[src/rtl/p_hit_feeder_pkg.sv]
// Shared types and constants for the p_hit input interface feeder.
package p_hit_pkg;

  localparam int unsigned DATA_WIDTH = 32;
  localparam int unsigned NUM_DEST   = 4;

  // Three signed components packed as {x, y, z}; x occupies the top slot.
  typedef logic signed [2:0][DATA_WIDTH-1:0] vec3_t;

  // Destination group indices into out_full / out_wr_en.
  localparam int unsigned DEST_0 = 0;  // tri_normal_1, v0, origin_1, dir_1
  localparam int unsigned DEST_1 = 1;  // tri_normal_2
  localparam int unsigned DEST_2 = 2;  // dir_2
  localparam int unsigned DEST_3 = 3;  // origin_2

  typedef enum logic {
    IDLE = 1'b0,
    SEND = 1'b1
  } feeder_state_t;

endpackage

[src/rtl/p_hit_feeder_stats.sv]
// Record and stall counters for p_hit_feeder.
// Present only when P_HIT_FEEDER_STATS_EN is defined.
`ifdef P_HIT_FEEDER_STATS_EN
module p_hit_feeder_stats (
  input  logic        i_clock,
  input  logic        i_reset,
  input  logic        i_load,
  input  logic        i_stall,
  output logic [31:0] o_record_count,
  output logic [31:0] o_stall_count
);

  logic [31:0] r_record_count;
  logic [31:0] r_stall_count;

  // Free-running counters; wrap naturally at 2^32.
  always_ff @(posedge i_clock or posedge i_reset) begin
    if (i_reset) begin
      r_record_count <= '0;
      r_stall_count  <= '0;
    end else begin
      if (i_load)  r_record_count <= r_record_count + 32'd1;
      if (i_stall) r_stall_count  <= r_stall_count + 32'd1;
    end
  end

  assign o_record_count = r_record_count;
  assign o_stall_count  = r_stall_count;

endmodule
`endif

[src/rtl/p_hit_feeder.sv]
// p_hit_feeder: pops one ray/triangle record from a show-ahead FIFO and
// delivers it exactly once to each of four destination FIFO groups, each
// destination independently of the others' backpressure.
// Optional statistics counters: define P_HIT_FEEDER_STATS_EN.
module p_hit_feeder
  import p_hit_pkg::*;
(
  input  logic                clock,
  input  logic                reset,
  input  vec3_t               in_tri_normal,
  input  vec3_t               in_v0,
  input  vec3_t               in_origin,
  input  vec3_t               in_dir,
  input  logic                in_empty,
  output logic                in_rd_en,
  output vec3_t               out_tri_normal,
  output vec3_t               out_v0,
  output vec3_t               out_origin,
  output vec3_t               out_dir,
  input  logic [NUM_DEST-1:0] out_full,
  output logic [NUM_DEST-1:0] out_wr_en
`ifdef P_HIT_FEEDER_STATS_EN
  ,
  output logic [31:0]         record_count,
  output logic [31:0]         stall_count
`endif
);

  if (NUM_DEST != 4) begin : g_num_dest_check
    $error("p_hit_feeder drives exactly four destination groups");
  end

  feeder_state_t       r_state;
  feeder_state_t       w_state_next;
  logic [NUM_DEST-1:0] r_pending;
  logic [NUM_DEST-1:0] w_pending_next;
  logic [NUM_DEST-1:0] w_wr_en;
  logic                w_done;
  logic                w_load;
  vec3_t               r_tri_normal;
  vec3_t               r_v0;
  vec3_t               r_origin;
  vec3_t               r_dir;

  // Strobe decode, completion detect, pop decision and next state.
  // Strobes and pop are forced low while reset is asserted.
  always_comb begin
    w_wr_en        = '0;
    w_done         = 1'b0;
    w_load         = 1'b0;
    w_state_next   = r_state;
    w_pending_next = r_pending;
    if (!reset) begin
      if (r_state == SEND) begin
        w_wr_en = r_pending & ~out_full;
        w_done  = ((r_pending & ~w_wr_en) == '0);
      end
      w_load = !in_empty && ((r_state == IDLE) || w_done);
    end
    if (w_load) begin
      w_pending_next = '1;
      w_state_next   = SEND;
    end else if (r_state == SEND) begin
      w_pending_next = r_pending & ~w_wr_en;
      if (w_done) w_state_next = IDLE;
    end
  end

  // State and per-destination pending mask.
  always_ff @(posedge clock or posedge reset) begin
    if (reset) begin
      r_state   <= IDLE;
      r_pending <= '0;
    end else begin
      r_state   <= w_state_next;
      r_pending <= w_pending_next;
    end
  end

  // Held record: captured on pop, stable until the next pop.
  always_ff @(posedge clock or posedge reset) begin
    if (reset) begin
      r_tri_normal <= '0;
      r_v0         <= '0;
      r_origin     <= '0;
      r_dir        <= '0;
    end else if (w_load) begin
      r_tri_normal <= in_tri_normal;
      r_v0         <= in_v0;
      r_origin     <= in_origin;
      r_dir        <= in_dir;
    end
  end

  assign in_rd_en       = w_load;
  assign out_wr_en      = w_wr_en;
  assign out_tri_normal = r_tri_normal;
  assign out_v0         = r_v0;
  assign out_origin     = r_origin;
  assign out_dir        = r_dir;

`ifdef P_HIT_FEEDER_STATS_EN
  logic w_stall;

  // A stall cycle is any SEND cycle where some still-pending destination is full.
  always_comb begin
    w_stall = (r_state == SEND) && ((r_pending & out_full) != '0);
  end

  p_hit_feeder_stats u_stats (
    .i_clock        (clock),
    .i_reset        (reset),
    .i_load         (w_load),
    .i_stall        (w_stall),
    .o_record_count (record_count),
    .o_stall_count  (stall_count)
  );
`endif

endmodule

[config.mk]
export PLATFORM = sky130hd
export DESIGN_NAME = p_hit_feeder
export DESIGN_NICKNAME = d
export VERILOG_FILES = /design/src/rtl/p_hit_feeder_pkg.sv /design/src/rtl/p_hit_feeder_stats.sv /design/src/rtl/p_hit_feeder.sv
export SDC_FILE = /design/constraint.sdc
export NUM_CORES = 1
export LEC_CHECK = 0
export ABC_AREA = 1
export CAP_MARGIN = 0
export CORE_AREA = 4 4 300 302
export CTS_BUF_LIST = sky130_fd_sc_hd__clkbuf_8 sky130_fd_sc_hd__clkbuf_16
export DETAILED_ROUTE_END_ITERATION = 6
export DIE_AREA = 0 0 304 306
export DONT_BUFFER_PORTS = 1
export PLACE_DENSITY = 0.31
export SYNTH_ARGS = -nofsm -noshare
export SYNTH_HDL_FRONTEND = slang
export SYNTH_HIERARCHICAL = 1
export SYNTH_SLANG_ARGS = --single-unit
[constraint.sdc]
create_clock -name clock -period 24.9 [get_ports clock]
set_input_delay 2.49 -clock clock [delete_from_list [all_inputs] [get_ports clock]]
set_output_delay 2.49 -clock clock [all_outputs]
set_load 0.1 [all_outputs]
# Word level (Yosys, flattened, before mapping)
# Index checks and enable logic that the tools add are counted.
dict set report totals {
  regBits 389
  latchBits 0
  ram_bits 0
  romBits 0
  inputBits 391
  output_inout_bits 389
  elab_cells 37
  memories 0
}
dict set report op_classes {
  n_addsub 0
  n_mul 0
  n_div 0
  n_lt_le_gt_ge 0
  n_eq_ne 0
  shifts 0
  mux 11
  n_bitwise 7
  n_reduce_logical 5
}
# operator n
set op_table {}
lappend op_table {{two-way mux 4 bit} 4}
lappend op_table {{bitwise AND 4 bit} 3}
lappend op_table {{NOT 4 bit} 3}
lappend op_table {{two-way mux 1 bit} 7}
lappend op_table {{zero test 4 bit} 1}
lappend op_table {{nonzero test 2 bit} 1}
lappend op_table {{logical AND 1 bit} 1}
lappend op_table {{zero test 1 bit} 1}
lappend op_table {{logical OR 1 bit} 1}
lappend op_table {{NOT 1 bit} 1}

# Depth between registers and ports, before layout
# Gate-level depths: netlist of the first run.
dict set report depth {
  word_depth 11
  depth_mapped 9
  depth_no_buf 6
}

# Least setup slack after synthesis of the first run
# No wires, ideal clock.
dict set report synth_timing {
  path_type {input-to-output}
  startpoint {input reset}
  endpoint {output out_wr_en[0]}
  arrival_ps 14654
  t_required_ps 22410
  setup_slack_ps 7756
  stages 3
  n_path_buf 0
  path_cell_list {inv_1 nand2_1 nor3b_1}
}
dict set report synth_between {
  elab_chain_cells 1
}
# element line
set synth_rtl {}
lappend synth_rtl {{start: declaration} p_hit_feeder.sv:9} ;# input logic reset,
lappend synth_rtl {{two-way mux 4 bit} p_hit_feeder.sv:53} ;# if (!reset) begin
lappend synth_rtl {{end: declaration} p_hit_feeder.sv:21} ;# output logic [NUM_DEST-1:0] out_wr_en
# Every way passes these cells.

# Worst setup path in the final report of the first run
dict set report layout_timing {
  startpoint {input reset}
  endpoint {output out_wr_en[3]}
}
# Same word-level chain as after synthesis.

==> flow_summary.json, run 1 <==
{
  "cap_viol_max_count": 0,
  "overflow": 0,
  "final_common_cell": "nand2_1",
  "cts-resized-gates": 0,
  "drt-vias-per-instance": 4.082,
  "area_growth_pct": 18.44,
  "htreeDepth": 2,
  "rows": 109,
  "cts_setup_buffers": 0,
  "clk_path_buf_depth": 3,
  "crit_path_top_delay_cell": "nor3b_2",
  "final.fill_count": 9692,
  "endpoint_kind": "output pin",
  "num_vias": 11602,
  "dieArea_um2": 93020,
  "core_area_um2": 87690,
  "fmax_ghz": 0.1467,
  "path_cells": "inv_8 -> nand2_1 -> nor3b_2 -> buf_16",
  "cts.sinks": 389,
  "worst_clock_skew_ps": 15.52,
  "yosys.area.top_type": "dfrtp_1",
  "synth_top_area_frac": 0.6390,
  "nets": 2028,
  "cts_root_buf": "clkbuf_16",
  "slowest_delay_ps": 560,
  "numPortBuffers": 0,
  "dpl.hpwl_um": 41480,
  "cts.clk_slew.worst_paths_ps": 60,
  "syn_nets": 2085,
  "worstPathArrival_ps": 4330,
  "syn_area_um2": 15230,
  "setup_violations": 0,
  "yosysSeqAreaShare": 0.6390,
  "routedWlPerCell_um": 20.82,
  "first_global_vias": 12118,
  "wl_um": 59180,
  "hold_class": "reg2reg",
  "antenna_found_initial": 6,
  "cts_tree": "yes",
  "setup.worst_path.start_class": "primary input",
  "hold_buffers": 0,
  "die_h_um": 306,
  "drc": 0,
  "timing.slew.headroom": -0.04879,
  "setup_tns_ps": 0,
  "synthTopCellsByArea": "dfrtp_1, nand2_1, nand3_1",
  "multiInputGateArea_um2": 4964,
  "rsz0062_at_grt": "no",
  "fin_util": 0.2057,
  "syn_inst": 1694,
  "crit_required_ps": 22410,
  "die_w_um": 304,
  "outcome": "finished with violations",
  "critPathKind": "in2out",
  "grt_max_degree": 215,
  "synth_area_per_cell_um2": 8.993,
  "ant_nets": 0,
  "worstMarginPinSlew_ps": 1573,
  "timing_hold_violations_final": 0,
  "layout-drive-gt1-share": 0.06280,
  "layout_common_cells": "nand2_1, dfrtp_1, nand3_1",
  "dr.pass1.iters": 6,
  "yosysUniqueCellTypes": 12,
  "yosysWarnings": 6,
  "clk_latency_ps": 570,
  "dr.first_iter.drc_count": 743,
  "slew_violations": 73,
  "violations": "max-slew violations",
  "seq_area_um2": 9734,
  "cts_buffers": 48,
  "ios": 780,
  "initial_core_util": 0.1737,
  "period_needed_ps": 6817,
  "fin_crit_sh": 0.2738,
  "critPathMaxFanout": 105,
  "grt_pass1_wl_um": 86440,
  "grt_usage": 0.1207,
  "gp_congestion": 0.7880,
  "synth-seq-cells": 389
}
[flip-flops by register name (all words and copies together) (netlist names)]
register / flops
r_pending: 4
r_state: 1
out_dir: 96
out_origin: 96
out_tri_normal: 96
out_v0: 96
[worst max-delay path, delay by kind of cell]
family | cells | cell delay, ps
AND/OR/NAND/NOR | 2 | 1080
buffers and inverters | 2 | 720
[metal layers]
layer | share of wire | global-route usage | wire [µm] | vias up
met4 | 0.030 | 0.04160 | 1788 | 2
li1 | - | - | - | 5312
met3 | 0.11 | 0.05526 | 6424 | 96
met2 | 0.51 | 0.2125 | 30150 | 516
met5 | 0.00022 | 0 | 13 | -
met1 | 0.35 | 0.1279 | 20810 | 5676
[stage by stage]
stage | cells | setup slack (ps) | area [µm²] | hold WS, ps
after global routing | 2841 | 17810 | 18040 | 519.4
after detailed placement | 2752 | 17950 | 16430 | 475.8
final | 2842 | 18080 | 18040 | 484.2
after CTS | 2837 | 17940 | 18030 | 491.7
after global placement | 2752 | 17990 | 16430 | 469.9
after floorplan | 1694 | 7756 | 15230 | 490.4
[worst paths after layout]
path	startpoint	end	slack, ps	cells past startpoint
worst max-delay path	reset	out_wr_en[3]	18080	4
worst min-delay path	out_origin[50]	out_origin[50]	480	2
worst max register to register	r_pending[3]	out_tri_normal[33]	21580	7
worst min register to register	out_origin[50]	out_origin[50]	480	2
max in group asynchronous	reset	out_tri_normal[48]	21430	2
min in group asynchronous	reset	out_origin[18]	1900	1
[logic make-up (layout without fill, tap and decap cells)]
group	count (synthesis)	in the layout	synth area share
other cells	0	5	0
simple gates	1170	1170	0.3210
compound gates	6	6	0.002218
buf+inv	129	107	0.03778
flops	389	389	0.6390
[layout make-up]
type,count,area share
Inverter,2,0.0008322
Tap cell,1165,0.08079
Timing Repair Buffer,20,0.01456
Multi-Input combinational cell,1176,0.2751
Clock buffer,63,0.07864
Sequential cell,389,0.5395
Clock inverter,22,0.009847
Antenna cell,5,0.0006935
[cell usage after synthesis, drive strengths merged]
cell type  instances
nand2            781
a21oi              1
nor2               1
dfrtp            389
o21ai              5
inv                2
nor3b              4
clkbuf            43
nand3            384
buf               84
Power of run 1 is left out: the tool's default activity adds up to more than one toggle a clock period on the data nets, which glitch-free logic cannot reach.
==> run 2, diff against run 1 <==
clock period = 7.1 ns   (was 24.9 ns; I/O delays follow)
==> flow_summary.json, run 2 (same netlist as run 1, synthesis figures left out) <==
{
  "stdcell_area_um2": 17920,
  "overflow": 0,
  "numPortBuffers": 0,
  "grt_busiest_layer": "met2",
  "dieArea_um2": 93020,
  "routedWlPerCell_um": 20.62,
  "crit_start": "reset",
  "use_met2": 0.2076,
  "num_vias": 11547,
  "rr_startpoint": "r_pending[2]",
  "setup_tns_ps": 0,
  "cts-resized-gates": 0,
  "hold-worst-slack_ps": 143.7,
  "drc": 0,
  "endpoint_kind": "output pin",
  "slowest_delay_ps": 520,
  "clk_path_buf_depth": 3,
  "antenna_found_initial": 3,
  "critPathMaxFanout": 32,
  "grt.met1_usage": 0.1327,
  "cap_viol_max_count": 0,
  "setup_violations": 0,
  "dpl.hpwl_um": 40610,
  "final_common_cell": "nand2_1",
  "cts_tree": "yes",
  "fmax_ghz": 0.3141,
  "rr_worst_depth": 8,
  "cts_buffers": 48,
  "worstMarginPinSlew_ps": 1147,
  "cts.clk_slew.worst_paths_ps": 50,
  "crit_path_top_delay_cell": "nor3b_2",
  "fin_crit_sh": 0.4485,
  "core_area_um2": 87690,
  "hold_buffers": 0,
  "r2r_end": "out_dir[87]",
  "initial_core_util": 0.1737,
  "die_w_um": 304,
  "gp_congestion": 0.7764,
  "die_h_um": 306,
  "hold_class": "in2async",
  "ios": 780,
  "htreeDepth": 2,
  "layout-drive-gt1-share": 0.05449,
  "clk_latency_ps": 580,
  "rows": 109,
  "worstPathArrival_ps": 2470,
  "worst_clock_skew_ps": 19.50,
  "dr.first_iter.drc_count": 830,
  "cts_root_buf": "clkbuf_16",
  "cts_setup_buffers": 0,
  "grt_pass1_wl_um": 86150,
  "wl_um": 58500,
  "area_growth_pct": 17.66,
  "drt-vias-per-instance": 4.070,
  "layout_common_cells": "nand2_1, dfrtp_1, nand3_1",
  "critPathKind": "in2out",
  "first_global_vias": 11939,
  "ant_nets": 0,
  "timing_hold_violations_final": 0,
  "rrSetupSlack_ps": 4080,
  "nets": 2025,
  "path_cells": "clkinvlp_4 -> nand2_1 -> nor3b_2 -> buf_16",
  "rsz0062_at_grt": "no",
  "cpLargestDelayFamily": "simple AND/OR/NAND/NOR gates",
  "placed_area_um2": 16450,
  "setup.worst_path.start_class": "primary input",
  "critPathBufInv": 2,
  "grt_use_met3": 0.05236,
  "dr.pass1.iters": 5,
  "timing.slew.headroom": 0.2351,
  "grt_usage": 0.1198,
  "cts.sinks": 389,
  "grt_max_degree": 210,
  "slew_violations": 0,
  "period_needed_ps": 3184,
  "outcome": "completed",
  "crit_required_ps": 6390
}
[run 2: final cells by class]
class | count | area (µm²)
Inverter | 2 | 11.26
Clock inverter | 29 | 132.6
Sequential cell | 389 | 9734
Timing Repair Buffer | 17 | 282.8
Clock buffer | 57 | 1336
Antenna cell | 2 | 5.005
Fill cell | 9642 | 69770
Tap cell | 1165 | 1458
Multi-Input combinational cell | 1176 | 4964
[run 2: worst max path at each step]
stage / endpoint / slack [ps] / depth (start not counted)
after detailed placement: out_dir[82] / 3740 / 7
final: out_wr_en[2] / 3920 / 4
after floorplan: out_wr_en[0] / -1700 / 3
after CTS: out_wr_en[3] / 3790 / 4
after global placement: out_origin[36] / 3740 / 8
after global routing: out_wr_en[2] / 3680 / 4
[run 2: worst register-to-register path: stages, from the launching register on]
cell and delay [ps]:
dfrtp_1 350, nand2_1 170, nand2_1 170, o21ai_4 80
nand2_4 100, buf_12 680, buf_4 1050, nand2_1 240
nand2_1 110
[run 2: stage by stage]
stage / cells / setup WS [ps] / util
after floorplan: 1694 / -1703 / -
after global placement: 2749 / 3742 / 0.1876
after detailed placement: 2749 / 3736 / 0.1876
after CTS: 2835 / 3786 / 0.2043
after global routing: 2837 / 3682 / 0.2044
final: 2837 / 3916 / 0.2044
[run 2: routing by layer]
metal | up-vias | part of all wire
li1 | 5318 | -
met1 | 5603 | 0.36
met2 | 535 | 0.51
met3 | 91 | 0.11
met4 | 0 | 0.029
met5 | - | 0
Power of run 2 is left out for the same reason.
==> run 3, diff against run 2 <==
PLACE_DENSITY = 0.32   (was 0.31)
clock period = 2.7 ns   (was 7.1 ns; I/O delays follow)
==> flow_summary.json, run 3 (same netlist as run 1, synthesis figures left out) <==
{
  "hold-worst-slack_ps": -14.33,
  "die_h_um": 306,
  "layout_common_cells": "nand2_1, dfrtp_1, dlygate4sd3_1",
  "worstPathArrival_ps": 2220,
  "stdcell_area_um2": 22170,
  "cpLargestDelayFamily": "buffers and inverters",
  "holdPathStages": 2,
  "drc": 0,
  "path_cells": "dlygate4sd3_1 -> clkinvlp_4 -> nand2_1 -> nor3b_2 -> buf_16",
  "dr.pass1.iters": 5,
  "crit_path_top_delay_cell": "dlygate4sd3_1",
  "ios": 780,
  "critPathKind": "in2out",
  "slowest_delay_ps": 590,
  "cts_tree": "yes",
  "cts.sinks": 389,
  "layout-drive-gt1-share": 0.06193,
  "rr_worst_depth": 7,
  "place_ws_ps": 624.8,
  "setup_violations": 0,
  "final.fill_count": 9401,
  "violations": "negative hold slack",
  "period_needed_ps": 2488,
  "multiInputGateArea_um2": 4964,
  "dpl.hpwl_um": 43590,
  "post-place-cells": 2775,
  "placed_area_um2": 16720,
  "hold_class": "in2reg",
  "nets": 2437,
  "setup_tns_ps": 0,
  "area_growth_pct": 45.55,
  "initial_core_util": 0.1737,
  "cap_viol_max_count": 0,
  "cts_setup_buffers": 0,
  "grt_usage": 0.1286,
  "clk_path_buf_depth": 3,
  "worst_clock_skew_ps": 21.88,
  "finalNonFillerCells": 3250,
  "postLayoutSetupSlackWorst_ps": 211.6,
  "clk_latency_ps": 570,
  "fin_crit_sh": 0.9216,
  "cts_buffers": 47,
  "numPortBuffers": 0,
  "antenna_found_initial": 4,
  "die_w_um": 304,
  "crit_required_ps": 2430,
  "core_area_um2": 87690,
  "cp.depth": 5,
  "grt_max_degree": 163,
  "wl_um": 62250,
  "outcome": "finished with violations",
  "setup.worst_path.start_class": "primary input",
  "cts.clk_slew.worst_paths_ps": 60,
  "critPathMaxFanout": 20,
  "rsz0062_at_grt": "no",
  "num_vias": 13234,
  "overflow": 0,
  "timing.slew.headroom": 0.2929,
  "final_common_cell": "nand2_1",
  "grt_pass1_wl_um": 93800,
  "drt-vias-per-instance": 4.072,
  "timing_hold_violations_final": 2,
  "seq_area_um2": 9734,
  "rows": 109,
  "cts_root_buf": "clkbuf_16",
  "worstMarginPinSlew_ps": 1061,
  "critPathBufInv": 3,
  "fmax_ghz": 0.4019,
  "gp_congestion": 0.7891,
  "routedWlPerCell_um": 19.16,
  "ant_nets": 0,
  "dieArea_um2": 93020,
  "htreeDepth": 2,
  "dr.first_iter.drc_count": 779,
  "first_global_vias": 14174,
  "slew_violations": 0,
  "endpoint_kind": "output pin"
}
## run 3: cell types whose count changed in the layout (fill, tap and decap cells not counted), moves of 2 or more
cell           previous run  this run
clkinv_4                  0         4
buf_12                    6        12
dlygate4sd3_1             0       387
clkbuf_8                  8        13
bufinv_16                 0         3
clkbuf_16                49        47
inv_1                    21         9
clkinv_2                  5         8
buf_4                     7        27
## run 3: path summary, 6_finish.rpt
path | start | slack (ps) | endpoint
max | reset | 210 | out_wr_en[1]
min | in_tri_normal[35] | -10 | out_tri_normal[35]
max reg2reg | r_pending[1] | 600 | out_tri_normal[18]
min reg2reg | out_v0[39] | 490 | out_v0[39]
max in group asynchronous | reset | 1130 | out_v0[3]
min in group asynchronous | reset | 250 | out_origin[14]
## run 3: layout make-up
type | count | area share
tap | 1165 | 0.06574
inverter | 2 | 0.0005079
multi-input combinational | 1176 | 0.2239
clock buffer | 60 | 0.06111
clock inverter | 26 | 0.009875
antenna | 2 | 0.0002257
timing repair buffer | 430 | 0.1997
sequential | 389 | 0.4390
## run 3: layer usage
layer | vias to the layer above | track usage | share of wire
met4 | 0 | 0.04281 | 0.032
met3 | 95 | 0.05022 | 0.093
met5 | - | 0 | 0
li1 | 6143 | - | -
met1 | 6418 | 0.1419 | 0.37
met2 | 578 | 0.2270 | 0.51
## run 3: what timing repair did
action / CTS / global route
endpoints found under the hold margin: 403 / 0
gates resized for setup: 0 / 0
endpoints found under the setup margin: 0 / 0
hold buffers: 387 / 0
## run 3: stage by stage
| step | hold WS, ps | utilization |
|---|---|---|
| 6_report | -14.33 | 0.2528 |
| 4_1_cts | 13.14 | 0.2528 |
| 5_1_grt | 21.82 | 0.2528 |
| 3_3_place_gp | 198.1 | 0.1907 |
| 2_1_floorplan | 398.1 | - |
| 3_5_place_dp | 195.4 | 0.1907 |
Power of run 3 is left out for the same reason.
